===== src/rtl/spi_pkg.sv =====
// ============================================================================
// Module      : spi_pkg
// Description : Shared SPI slave FSM state encoding, default widths and helpers.
// Revision    : 1.0
// ============================================================================
`default_nettype none

package spi_pkg;

    localparam int DEF_ADDR_W = 7;
    localparam int DEF_DATA_W = 8;

    typedef enum logic [2:0] {
        ST_IDLE         = 3'd0,
        ST_GET_CMD      = 3'd1,
        ST_READ_LOAD    = 3'd2,
        ST_READ_SHIFT   = 3'd3,
        ST_WRITE_SHIFT  = 3'd4,
        ST_WRITE_COMMIT = 3'd5,
        ST_DONE         = 3'd6
    } spi_state_t;

    // The counter must hold ADDR_W (command phase) and DATA_W-1 (data phase).
    function automatic int cnt_width(input int addr_w, input int data_w);
        int m;
        m = (addr_w + 1 > data_w) ? addr_w + 1 : data_w;
        return $clog2(m + 1);
    endfunction

endpackage

`default_nettype wire


===== src/rtl/spi_shiftreg.sv =====
// ============================================================================
// Module      : spi_shiftreg
// Description : Shift register with clear, parallel load and MSB-first serial I/O.
// Revision    : 1.0
// ============================================================================
`default_nettype none

module spi_shiftreg #(
    parameter int WIDTH = 8
) (
    input  logic             clk,
    input  logic             rst_n,
    input  logic             i_clr,
    input  logic             i_load,
    input  logic [WIDTH-1:0] i_pdata,
    input  logic             i_shift,
    input  logic             i_sin,
    output logic [WIDTH-1:0] o_pdata,
    output logic             o_sout
);

    logic [WIDTH-1:0] r_data;

    always_ff @(posedge clk or negedge rst_n) begin
        if (!rst_n) begin
            r_data <= '0;
        end else if (i_clr) begin
            r_data <= '0;
        end else if (i_load) begin
            r_data <= i_pdata;
        end else if (i_shift) begin
            r_data <= {r_data[WIDTH-2:0], i_sin};
        end
    end

    assign o_pdata = r_data;
    assign o_sout  = r_data[WIDTH-1];

endmodule

`default_nettype wire


===== src/rtl/spi_slave_fsm.sv =====
// ============================================================================
// Module      : spi_slave_fsm
// Description : SPI slave protocol FSM: command/address, byte read and write.
// Revision    : 1.0
// ============================================================================
`default_nettype none

module spi_slave_fsm
    import spi_pkg::*;
#(
    parameter int ADDR_W = DEF_ADDR_W,
    parameter int DATA_W = DEF_DATA_W
) (
    input  logic              clk,
    input  logic              rst_n,
    input  logic              cs_n,
    input  logic              sclk_pos,
    input  logic              sclk_neg,
    input  logic              mosi,
    input  logic [DATA_W-1:0] mem_rdata,
    output logic [ADDR_W-1:0] mem_addr,
    output logic [DATA_W-1:0] mem_wdata,
    output logic              mem_we,
    output logic              miso,
    output logic              miso_oe,
    output logic              busy
);

    localparam int               CNT_W       = cnt_width(ADDR_W, DATA_W);
    localparam logic [CNT_W-1:0] c_cmd_last  = CNT_W'(ADDR_W);
    localparam logic [CNT_W-1:0] c_data_last = CNT_W'(DATA_W - 1);

    spi_state_t        r_state;
    logic [CNT_W-1:0]  r_cnt;
    logic [ADDR_W-1:0] r_cmd;
    logic [ADDR_W-1:0] r_mem_addr;
    logic              r_mem_we;
    logic              r_miso_oe;

    logic              w_sr_clr;
    logic              w_rx_shift;
    logic              w_tx_load;
    logic              w_tx_shift;
    logic [DATA_W-1:0] w_rx_pdata;
    logic              w_rx_sout;
    logic [DATA_W-1:0] w_tx_pdata;
    logic              w_tx_sout;
    logic              w_unused;

    // Data registers are wiped when a new transaction opens, so the last
    // written byte stays visible on mem_wdata until then.
    assign w_sr_clr   = (r_state == ST_IDLE)        && !cs_n;
    assign w_rx_shift = (r_state == ST_WRITE_SHIFT) && !cs_n && sclk_pos;
    assign w_tx_load  = (r_state == ST_READ_LOAD)   && !cs_n;
    assign w_tx_shift = (r_state == ST_READ_SHIFT)  && !cs_n && sclk_neg;

    spi_shiftreg #(.WIDTH(DATA_W)) u_rx (
        .clk     (clk),
        .rst_n   (rst_n),
        .i_clr   (w_sr_clr),
        .i_load  (1'b0),
        .i_pdata ({DATA_W{1'b0}}),
        .i_shift (w_rx_shift),
        .i_sin   (mosi),
        .o_pdata (w_rx_pdata),
        .o_sout  (w_rx_sout)
    );

    spi_shiftreg #(.WIDTH(DATA_W)) u_tx (
        .clk     (clk),
        .rst_n   (rst_n),
        .i_clr   (w_sr_clr),
        .i_load  (w_tx_load),
        .i_pdata (mem_rdata),
        .i_shift (w_tx_shift),
        .i_sin   (1'b0),
        .o_pdata (w_tx_pdata),
        .o_sout  (w_tx_sout)
    );

    assign w_unused = ^{w_rx_sout, w_tx_pdata};

    always_ff @(posedge clk or negedge rst_n) begin
        if (!rst_n) begin
            r_state    <= ST_IDLE;
            r_cnt      <= '0;
            r_cmd      <= '0;
            r_mem_addr <= '0;
            r_mem_we   <= 1'b0;
            r_miso_oe  <= 1'b0;
        end else begin
            r_mem_we <= 1'b0;
            case (r_state)
                ST_IDLE: begin
                    r_miso_oe <= 1'b0;
                    if (!cs_n) begin
                        r_state <= ST_GET_CMD;
                        r_cnt   <= '0;
                        r_cmd   <= '0;
                    end
                end
                ST_GET_CMD: begin
                    if (cs_n) begin
                        r_state <= ST_IDLE;
                    end else if (sclk_pos) begin
                        // Final command bit is R/W; address bits are already in r_cmd.
                        if (r_cnt == c_cmd_last) begin
                            r_mem_addr <= r_cmd;
                            r_cnt      <= '0;
                            r_state    <= mosi ? ST_READ_LOAD : ST_WRITE_SHIFT;
                        end else begin
                            r_cmd <= {r_cmd[ADDR_W-2:0], mosi};
                            r_cnt <= r_cnt + 1'b1;
                        end
                    end
                end
                ST_READ_LOAD: begin
                    if (cs_n) begin
                        r_state <= ST_IDLE;
                    end else begin
                        r_state   <= ST_READ_SHIFT;
                        r_miso_oe <= 1'b1;
                    end
                end
                ST_READ_SHIFT: begin
                    if (cs_n) begin
                        r_state   <= ST_IDLE;
                        r_miso_oe <= 1'b0;
                    end else if (sclk_neg) begin
                        if (r_cnt == c_data_last) begin
                            r_state   <= ST_DONE;
                            r_miso_oe <= 1'b0;
                            r_cnt     <= '0;
                        end else begin
                            r_cnt <= r_cnt + 1'b1;
                        end
                    end
                end
                ST_WRITE_SHIFT: begin
                    if (cs_n) begin
                        r_state <= ST_IDLE;
                    end else if (sclk_pos) begin
                        if (r_cnt == c_data_last) begin
                            r_state  <= ST_WRITE_COMMIT;
                            r_mem_we <= 1'b1;
                            r_cnt    <= '0;
                        end else begin
                            r_cnt <= r_cnt + 1'b1;
                        end
                    end
                end
                ST_WRITE_COMMIT: begin
                    r_state <= cs_n ? ST_IDLE : ST_DONE;
                end
                ST_DONE: begin
                    if (cs_n) begin
                        r_state <= ST_IDLE;
                    end
                end
                default: begin
                    r_state   <= ST_IDLE;
                    r_miso_oe <= 1'b0;
                end
            endcase
        end
    end

    assign mem_addr  = r_mem_addr;
    assign mem_wdata = w_rx_pdata;
    assign mem_we    = r_mem_we;
    assign miso_oe   = r_miso_oe;
    assign miso      = r_miso_oe & w_tx_sout;
    assign busy      = (r_state != ST_IDLE);

endmodule

`default_nettype wire

===== config.mk =====
export PLATFORM = sky130hd
export DESIGN_NAME = spi_slave_fsm
export DESIGN_NICKNAME = d
export VERILOG_FILES = /design/src/rtl/spi_pkg.sv /design/src/rtl/spi_shiftreg.sv /design/src/rtl/spi_slave_fsm.sv
export SDC_FILE = /design/constraint.sdc
export NUM_CORES = 1
export LEC_CHECK = 0
export ABC_CLOCK_PERIOD_IN_PS = 1800
export CAP_MARGIN = 10
export CELL_PAD_IN_SITES_DETAIL_PLACEMENT = 1
export CELL_PAD_IN_SITES_GLOBAL_PLACEMENT = 2
export CORE_ASPECT_RATIO = 0.5
export CORE_MARGIN = 1
export CORE_UTILIZATION = 33
export DETAILED_ROUTE_END_ITERATION = 8
export GPL_ROUTABILITY_DRIVEN = 0
export GPL_TIMING_DRIVEN = 0
export MAX_ROUTING_LAYER = met4
export PLACE_DENSITY_LB_ADDON = 0.1
export SLEW_MARGIN = 20
export SYNTH_ARGS = -nofsm -noshare
export SYNTH_HDL_FRONTEND = slang
export SYNTH_SLANG_ARGS = --single-unit

===== constraint.sdc =====
create_clock -name clk -period 1.8 [get_ports clk]
set_input_delay 0.36 -clock clk [delete_from_list [all_inputs] [get_ports clk]]
set_output_delay 0.36 -clock clk [all_outputs]
set_load 0.02 [all_outputs]

# Word level (Yosys, flattened, before mapping)
# Cells that the tools add are included.
# word_totals
ff_bits	39
latchBits	0
ramBits	0
mem_bits_ro	0
in_bits	14
out_inout_bits	19
wordCells	96
memories	0
# classes
n_addsub	1
n_mul	0
div	0
order_cmp	0
eq_ne	23
shifts	0
n_mux	41
bitwise_logic	3
reduce_logical	20
# op_table
cell	count
two-way mux 8 bit	5
two-way mux 3 bit	13
two-way mux 7 bit	4
two-way mux 4 bit	6
one-hot mux 3 bit (7 select lines)	1
inequality test 2 bit (second input constant)	9
one-hot mux 7 bit (2 select lines)	1
inequality test 3 bit (second input constant)	4
one-hot mux 4 bit (3 select lines)	1
== test 3 bit (second input constant)	3
nonzero test 3 bit	3
two-way mux 1 bit	8
AND reduction 4 bit	2
AND reduction 8 bit	1
== test 3 x 2 -> 1 bit (second input constant)	2
logical AND 1 bit	6
inequality test 3 x 2 -> 1 bit (second input constant)	2
AND reduction 6 bit	1
AND reduction 5 bit	1
adder 4 x 1 -> 4 bit (second input constant)	1
== test 4 x 3 -> 1 bit (second input constant)	1
nonzero test 2 bit	2
OR reduction 4 bit	1
== test 3 x 1 -> 1 bit (second input constant)	1
other kinds (8)	9

# Longest topological paths before layout
# Gate-level depths: netlist (run 1).
# logic_depth
depth_word	6
depth_mapped	7
mapped_depth_nobuf	5

# Modules after synthesis
# From an unflattened synthesis (run 1), not the netlist that was laid out.
# unflattened
cells_unflattened	185
hier_area_um2	2079.5
# by_module_without_submodules
module	instances	cells_each	area_each_um2	seq_area_each_um2
spi_slave_fsm	1	113	1246.2	575.6
spi_shiftreg	2	36	416.6	200.2

# Least setup slack after synthesis (run 1)
# OpenSTA, ideal clock, no wires.
# synth_path
path_type	flip-flop to flip-flop
from	reg r_state[2]
to	reg r_cnt[3]
setup_time_ns	0.124
arrival_ns	1.405
required_time_ns	1.676
setup_slack_ns	0.271
path_stages_with_launch	6
n_path_buf	1
period_less_slack_ns	1.529
cell_sequence	dfrtp_1 buf_4 and4b_1 a211oi_2 or2_2 a211o_1
# synth_via
elab_chain_len	4
word_cells_on_any_way	13
classes_between	eq/ne (8); mux (1); reduce/logical (4)
# synth_lines
element	line	rtl
start, declared	spi_slave_fsm.sv:33	spi_state_t r_state;
start signal, assigned	spi_slave_fsm.sv:110	r_state <= mosi ? ST_READ_LOAD : ST_WRITE_SHIFT;
start signal, assigned	spi_slave_fsm.sv:153	r_state <= cs_n ? ST_IDLE : ST_DONE;
== test 3 bit or == test 3 x 1 -> 1 bit (tied branches)	spi_slave_fsm.sv:93	case (r_state)
OR reduction 2 bit (no source line)	--	
inequality test 2 x 1 -> 1 bit (no source line) (tied with other cells)	--	
AND reduction 6 bit (no source line)	--	
end signal, assigned	spi_slave_fsm.sv:113	r_cnt <= r_cnt + 1'b1;
end signal, assigned	spi_slave_fsm.sv:135	r_cnt <= r_cnt + 1'b1;
end signal, assigned	spi_slave_fsm.sv:148	r_cnt <= r_cnt + 1'b1;
end, declared	spi_slave_fsm.sv:34	logic [CNT_W-1:0] r_cnt;
# Parallel ways exist; a longest one is shown, timed or not.
# A chain may end at the register's enable or synchronous reset.

# Worst setup path in the final report (run 1)
# layout_path
from	reg r_state[1]
to	out busy
# layout_via
elab_chain_len	1
# layout_lines
element	line	rtl
nonzero test 3 bit	spi_slave_fsm.sv:173	assign busy = (r_state != ST_IDLE);
end, declared	spi_slave_fsm.sv:26	output logic busy
# Every way passes these cells.

==> summary.md, run 1 <==
| Metric | Value |
|---|---|
| Status | complete, no violations |
| Synth Area per Inst | 10.58 µm² |
| Compound-cell area share of the yosys netlist | 10.41% |
| Wirelength, routed | 4.131 mm |
| Clk Latency, worst-skew pair | 280 ps |
| PwrDens | 920.4 mW/mm² |
| Clock skew | 3.581 ps |
| Max Clock Freq | 0.5738 GHz |
| Post-Syn Nets | 198 |
| Setup Viol. Count Final | 0 |
| H-tree Lvls | 2 |
| Number of synthesized flops with an enable pin | 0 |
| TritonCTS clock tree | done |
| Yosys cell types | 45 |
| Initial antenna violation count | 0 |
| DRC viols | 0 |
| Post-DR vias/cell | 4.761 |
| Hold Crit Class | in2reg |
| Rel. slew slack | 62.64% |
| Crit-path max FO | 10 |
| Crit path time final | 1743 ps |
| Final core occ | 46.29% |
| Root Buffer | clkbuf_16 |
| Filler cell count in the final layout | 618 |
| Initial DRT Pass Iterations | 4 |
| Post-DP HPWL | 2.955 mm |
| WL per Instance | 13.91 µm |
| Initial Util | 34.80% |
| Simple-gate share of the synthesized area | 18.10% |
| I/O Buffers | 30 |
| Chip height | 56.16 µm |
| Post-synthesis cell area | 0.001936 mm² |
| Die width | 110.3 µm |
| Leakage power | 1.157 nW |
| WS Path Type | reg2out |
| CTS max path bufs | 2 |
| Ant. Diodes | 0 |
| Fin crit share | 96.83% |
| DR iter-0 viols | 26 |
| Area growth syn-to-layout | 33.03% |
| Share of post-route cells with drive strength above 1 | 18.75% |
| Total number of vias | 1,414 |
| Global-route wire length before repair | 7.251 mm |
| Worst slew pin tran | 558.3 ps |
| CP arrival | 1380 ps |
| Synthesized instance count | 183 |
| Final ANT Viol Nets | 0 |
| Number of CTS-inserted buffers | 5 |
| Layout Nets | 238 |
| Share of flip-flops with an asynchronous set or reset | 100.0% |
| YS warnings | 0 |
| Largest net degree at the start of global routing | 30 |
| GRT overflow | 0 |
| Top post-synthesis cells by area | dfrtp_1, mux2i_1, mux2_2 |
| Worst setup EP type | primary output |
| I/O Pins | 33 |
| Largest family of logic cells by synthesized area | simple AND/OR/NAND/NOR gates |
| Fin. Hold Viols | 0 |
| Synth top area share | 50.42% |
| Area leader, netlist | dfrtp_1 |
| Top_reg_cell synth | dfrtp_1 |
| Core Region | 0.005563 mm² |
| Startpoint types | register |
| Adder-cell share of the synthesized area | 0.6464% |
| Xor/xnor cell area share of the yosys netlist | 0% |
| Peak VDD IR | 0.0003963 V |
| WP data required | 1440 ps |
| Register area share after synthesis | 50.42% |
| Seq cells post-synth | 39 |
| Clock Sinks | 39 |
| Die area | 0.006194 mm² |
| Setup TNS | 0 ps |
| Gr usage total | 15.93% |
| Unrepaired setup endpoints after global routing | no |
| Num rows | 19 |
| Number of global-route vias before repair | 1,484 |
| Max-cap violations | 0 |
| Mux contribution to synthesized area | 13.38% |
| Slew Viols, Final | 0 |
| Clock transition at path regs | 60 ps |
[stage by stage]
stage / hold WS (ps) / total power, mW / cells / setup slack [ps] / area (µm²)
3_3_place_gp: 460.3 / 1.228 / 286 / -706.2 / 2327
4_1_cts: 262.4 / 2.401 / 298 / 16.36 / 2560
6_report: 268.2 / 2.370 / 297 / 57.10 / 2575
5_1_grt: 276.3 / 2.477 / 297 / 4.767 / 2575
3_5_place_dp: 265.1 / 1.238 / 287 / -157.6 / 2342
2_1_floorplan: 64.41 / 1.135 / 183 / 270.7 / 1936
[cell families (layout without fill, tap and decap cells)]
kind of cell	count (synthesis)	after routing
AOI/OAI and AO/OA	32	32
buffers and inverters	24	65
DFF	39	39
and+or+nand+nor	62	62
adders and majority gates	1	1
muxes	25	25
[power by group]
group	switching, mW	internal [mW]
registers	0.0480	0.927
clock network	0.348	0.794
logic	0.124	0.130
[cell type report]
cell class	count	area (µm²)	share of cell area (%)
well taps	73	91.34	3.547
multi-input cells	120	835.8	32.46
clock inverters	3	67.56	2.624
clock buffers	5	125.1	4.859
flip-flops and latches	39	978.4	38.00
inverters	12	45.04	1.749
repair buffers	34	337.8	13.12
plain buffers	11	93.84	3.644
[cell usage in the layout (no fill, tap or decap), types with 2 or more instances in the layout]
master            n
nand2b_1          4
bufinv_16         2
or2_1             2
o21bai_1          2
a211o_1           2
nor3b_2           2
a22o_1            2
nor2_1           10
nand2_1          18
nand3b_1          2
o21ai_1           7
a21oi_1           4
dfrtp_1          37
o21ai_0           8
mux2_2            7
mux2i_1          18
a21o_1            2
buf_2             4
inv_1            12
nand3_1           7
or3_4             2
buf_6             5
clkdlybuf4s50_1  28
clkbuf_16         5
buf_4             6
dfrtp_2           2
[state kept, by name, summed over array words and instances (netlist names)]
| register | cells |
|---|---|
| miso_oe | 1 |
| r_cmd | 7 |
| u_tx.o_pdata | 8 |
| u_rx.o_pdata | 8 |
| r_state | 3 |
| mem_addr | 7 |
| r_cnt | 4 |
| mem_we | 1 |
[synthesized netlist by cell type (2+ instances only)]
| library cell | count |
|---|---|
| buf_4 | 3 |
| o21ai_0 | 8 |
| o21bai_1 | 2 |
| nand2_1 | 18 |
| buf_6 | 4 |
| o21ai_1 | 7 |
| a21o_1 | 2 |
| nor3b_2 | 2 |
| mux2_2 | 7 |
| a22o_1 | 2 |
| buf_2 | 4 |
| nand3_1 | 7 |
| inv_1 | 12 |
| nand3b_1 | 2 |
| nor2_1 | 10 |
| nand2b_1 | 4 |
| dfrtp_1 | 39 |
| mux2i_1 | 18 |
| a211o_1 | 2 |
| a21oi_1 | 4 |
| or2_1 | 2 |
[critical path, cell delays in order, from the launching register on]
cell     delay (ps)
dfrtp_2         400
buf_2           170
or3_4           380
buf_4           160
[final timing paths]
path                       depth (start not counted)             from  slack (ps)              end
max                                                3       r_state[1]          60             busy
min                                                2             cs_n         270       r_state[0]
max reg2reg                                        5       r_state[2]         130         r_cnt[3]
min reg2reg                                        2  u_tx.o_pdata[7]         470  u_tx.o_pdata[7]
max in group asynchronous                          3            rst_n         840       r_state[0]
min in group asynchronous                          2            rst_n         500  u_rx.o_pdata[4]
[per-layer routing]
layer	GRT usage (%)	vias up	part of all wire (%)
li1	-	702	-
met1	22.60	687	54
met2	22.18	21	43
met3	4.567	4	3.0
met4	3.947	0	0.73
met5	-	-	0
[what timing repair did]
action / CTS / global route
setup endpoints to repair: 1 / 8
resized for setup: 7 / 4
setup buffers: 2 / 0
hold buffers: 1 / 0
hold endpoints to repair: 10 / 0
No activity file was read; power rests on OpenSTA's default activity.
==> run 2: changes to the inputs <==
--- a/config.mk
+++ b/config.mk
@@ -14,9 +14,8 @@
 export CORE_UTILIZATION = 33
 export DETAILED_ROUTE_END_ITERATION = 8
 export GPL_ROUTABILITY_DRIVEN = 0
-export GPL_TIMING_DRIVEN = 0
 export MAX_ROUTING_LAYER = met4
-export PLACE_DENSITY_LB_ADDON = 0.1
+export PLACE_DENSITY = 0.81
 export SLEW_MARGIN = 20
 export SYNTH_ARGS = -nofsm -noshare
 export SYNTH_HDL_FRONTEND = slang
==> run 2 against run 1 <==
Critical path depth is 1 lower. Non-clock buffer count is 2 higher. Die area stayed put. Design area is 1.2% lower. Sequential power hardly changed. Wire length is 3.0% higher. Core utilization is 0.56 points lower. Register-to-register slack hardly changed. Sequential share of layout area is 0.37 points higher. Hold slack worse by 150 ps. Global-route usage hardly changed.
==> summary.md, run 2 (synthesis results as in run 1) <==
| Metric | Value |
|---|---|
| Status | complete, no violations |
| WP depth | 2 (-1) |
| Peak VDD IR | 0.0005490 V (+39%) |
| Post-DR vias/cell | 4.860 (+2.1%) |
| Area growth syn-to-layout | 31.42% |
| GRT overflow | 0 (unchanged) |
| Chip height | 56.16 µm (unchanged) |
| Hold Crit Class | in2async |
| Clock skew | 5.020 ps (+1.439 ps) |
| Rel. slew slack | 65.50% (+2.9 points) |
| Slew Viols, Final | 0 (unchanged) |
| Global-route wire length before repair | 7.272 mm (+0.29%) |
| TritonCTS clock tree | done |
| Worst Reg-to-Reg Cells | 5 (unchanged) |
| Final ANT Viol Nets | 0 (unchanged) |
| Die width | 110.3 µm (unchanged) |
| Leakage power | 1.161 nW (+0.34%) |
| Largest net degree at the start of global routing | 40 (+33%) |
| WP data required | 1440 ps (about the same) |
| Multi-input gate area | 823.3 µm² (-1.5%) |
| Clock transition at path regs | 60 ps (about the same) |
| Net switching fraction of the power | 23.45% (+1.5 points) |
| Num rows | 19 (unchanged) |
| DR iter-0 viols | 41 (+58%) |
| Final instance area | 0.002544 mm² (-1.2%) |
| Post-Place Cells | 291 (+1.4%) |
| Ant. Diodes | 0 (unchanged) |
| Reg2Reg Setup Slack | 140 ps (about the same) |
| Crit path largest cell delay | 400 ps (about the same) |
| Slowest CP cell | or3_1 |
| Fin crit share | 96.48% (-0.35 points) |
| R2r endpoint | r_cmd[1] |
| H-tree Lvls | 2 (unchanged) |
| Crit path time final | 1737 ps (-6.280 ps) |
| Setup Viol. Count Final | 0 (unchanged) |
| Worst slew pin tran | 517.5 ps (-40.85 ps) |
| DRC viols | 0 (unchanged) |
| Startpoint types | register |
| Reg power frac | 43.8% (+2.7 points) |
| Layout Nets | 240 (+0.84%) |
| Setup Slack @ Placement | -178.7 ps (-21.15 ps) |
| Max-cap violations | 0 (unchanged) |
| Post-DP HPWL | 2.957 mm (about the same) |
| PwrDens | 877.0 mW/mm² (-4.7%) |
| Worst setup EP type | primary output |
| I/O Pins | 33 (unchanged) |
| Initial DRT Pass Iterations | 4 (unchanged) |
| Cell Chain, Critical Path | or3_1 -> dlygate4sd2_1 |
| Share of post-route cells with drive strength above 1 | 17.26% (-1.5 points) |
| Switch Pwr | 523.2 µW (+0.66%) |
| Crit path max-delay family | simple AND/OR/NAND/NOR gates |
| WL per Instance | 14.22 µm (+2.3%) |
| Pint | 1.708 mW (-7.7%) |
| Gr usage total | 15.95% (+0.016 points) |
| Comb pwr share | 11.3% (+0.6 points) |
| WS Path Type | reg2out |
| Number of global-route vias before repair | 1,477 (-0.47%) |
| Register area | 975.9 µm² (-0.26%) |
| Crit path launch | r_state[0] |
| Commonest non-fill, non-tap cell in the layout | dfrtp_1 |
| Total power | 2.231 mW (-5.9%) |
| Filler cell count in the final layout | 636 (+2.9%) |
| Hold_ws | 122.9 ps (-145.3 ps) |
| Total number of vias | 1,453 (+2.8%) |
| Most frequent cells in the layout | dfrtp_1, clkdlybuf4s50_1, nand2_1, mux2i_1, buf_4 |
| Crit-path max FO | 2 (-8) |
| I/O Buffers | 32 (+6.7%) |
| Cell Area, Placed | 0.002376 mm² (+1.4%) |
| Root Buffer | clkbuf_16 |
| CTS max path bufs | 2 (unchanged) |
| Die area | 0.006194 mm² (unchanged) |
| Fin. Hold Viols | 0 (unchanged) |
| CP arrival | 1380 ps (about the same) |
| Max Clock Freq | 0.5758 GHz (+0.36%) |
| Setup TNS | 0 ps (unchanged) |
| Worst path bufs/invs | 1 (-1) |
| Crit Reg-Reg Startpoint | r_cnt[0] |
| Wirelength, routed | 4.253 mm (+3.0%) |
| Number of CTS-inserted buffers | 5 (unchanged) |
| Setup ws final | 63.38 ps (+6.280 ps) |
| Clock Sinks | 39 (unchanged) |
| Finished Layout Cells | 299 (+0.67%) |
| Initial antenna violation count | 0 (unchanged) |
| Final core occ | 45.73% (-0.56 points) |
| Clk Latency, worst-skew pair | 280 ps (about the same) |
| Core Region | 0.005563 mm² (unchanged) |
| CP endpoint | busy |
| Initial Util | 34.80% (unchanged) |
| Unrepaired setup endpoints after global routing | no |
| Clock network power share | 44.9% (-3.3 points) |
==> run 2: power groups by stage <==
stage / Clock, mW / Combinational [mW] / Sequential, mW
after global routing: 1.07 / 0.282 / 0.987
after detailed placement: 0 / 0.256 / 0.992
after CTS: 1.03 / 0.257 / 0.977
final: 1.00 / 0.252 / 0.977
after global placement: 0 / 0.249 / 0.990
after floorplan: 0 / 0.151 / 0.984
==> run 2: worst min-delay path by stage <==
stage	endpoint	from	slack, ps
2_1_floorplan	mem_addr[0]	rst_n	60
3_3_place_gp	u_rx.o_pdata[7]	rst_n	450
3_5_place_dp	u_rx.o_pdata[7]	rst_n	460
4_1_cts	mem_addr[6]	rst_n	150
5_1_grt	u_rx.o_pdata[7]	rst_n	170
6_report	u_rx.o_pdata[4]	rst_n	120
==> run 2: cell type report <==
class / count / area share, %
multi-input cells: 120 / 32.37
clock buffers: 5 / 4.919
flip-flops and latches: 39 / 38.37
well taps: 73 / 3.591
inverters: 12 / 1.771
clock inverters: 3 / 1.722
repair buffers: 47 / 17.27
==> run 2: repair_timing <==
| action | in CTS | in global routing |
|---|---|---|
| hold buffers | 0 | 0 |
| setup endpoints to repair | 1 | 0 |
| gates resized for setup | 1 | 0 |
| hold endpoints to repair | 0 | 0 |
| buffers inserted | 0 | 0 |
==> run 2: metal layers <==
| metal | wire (µm) | track usage (%) |
|---|---|---|
| met2 | 2001 | 23.51 |
| met4 | 45 | 5.075 |
| met1 | 2093 | 21.48 |
| met3 | 113 | 3.981 |
| met5 | 0 | - |
==> run 2: worst register-to-register path, stage by stage (launching register included) <==
cell and delay (ps):
dfrtp_1 410, ha_1 250, nand3b_1 150, nand2_1 90
a211o_1 450, mux2i_1 180
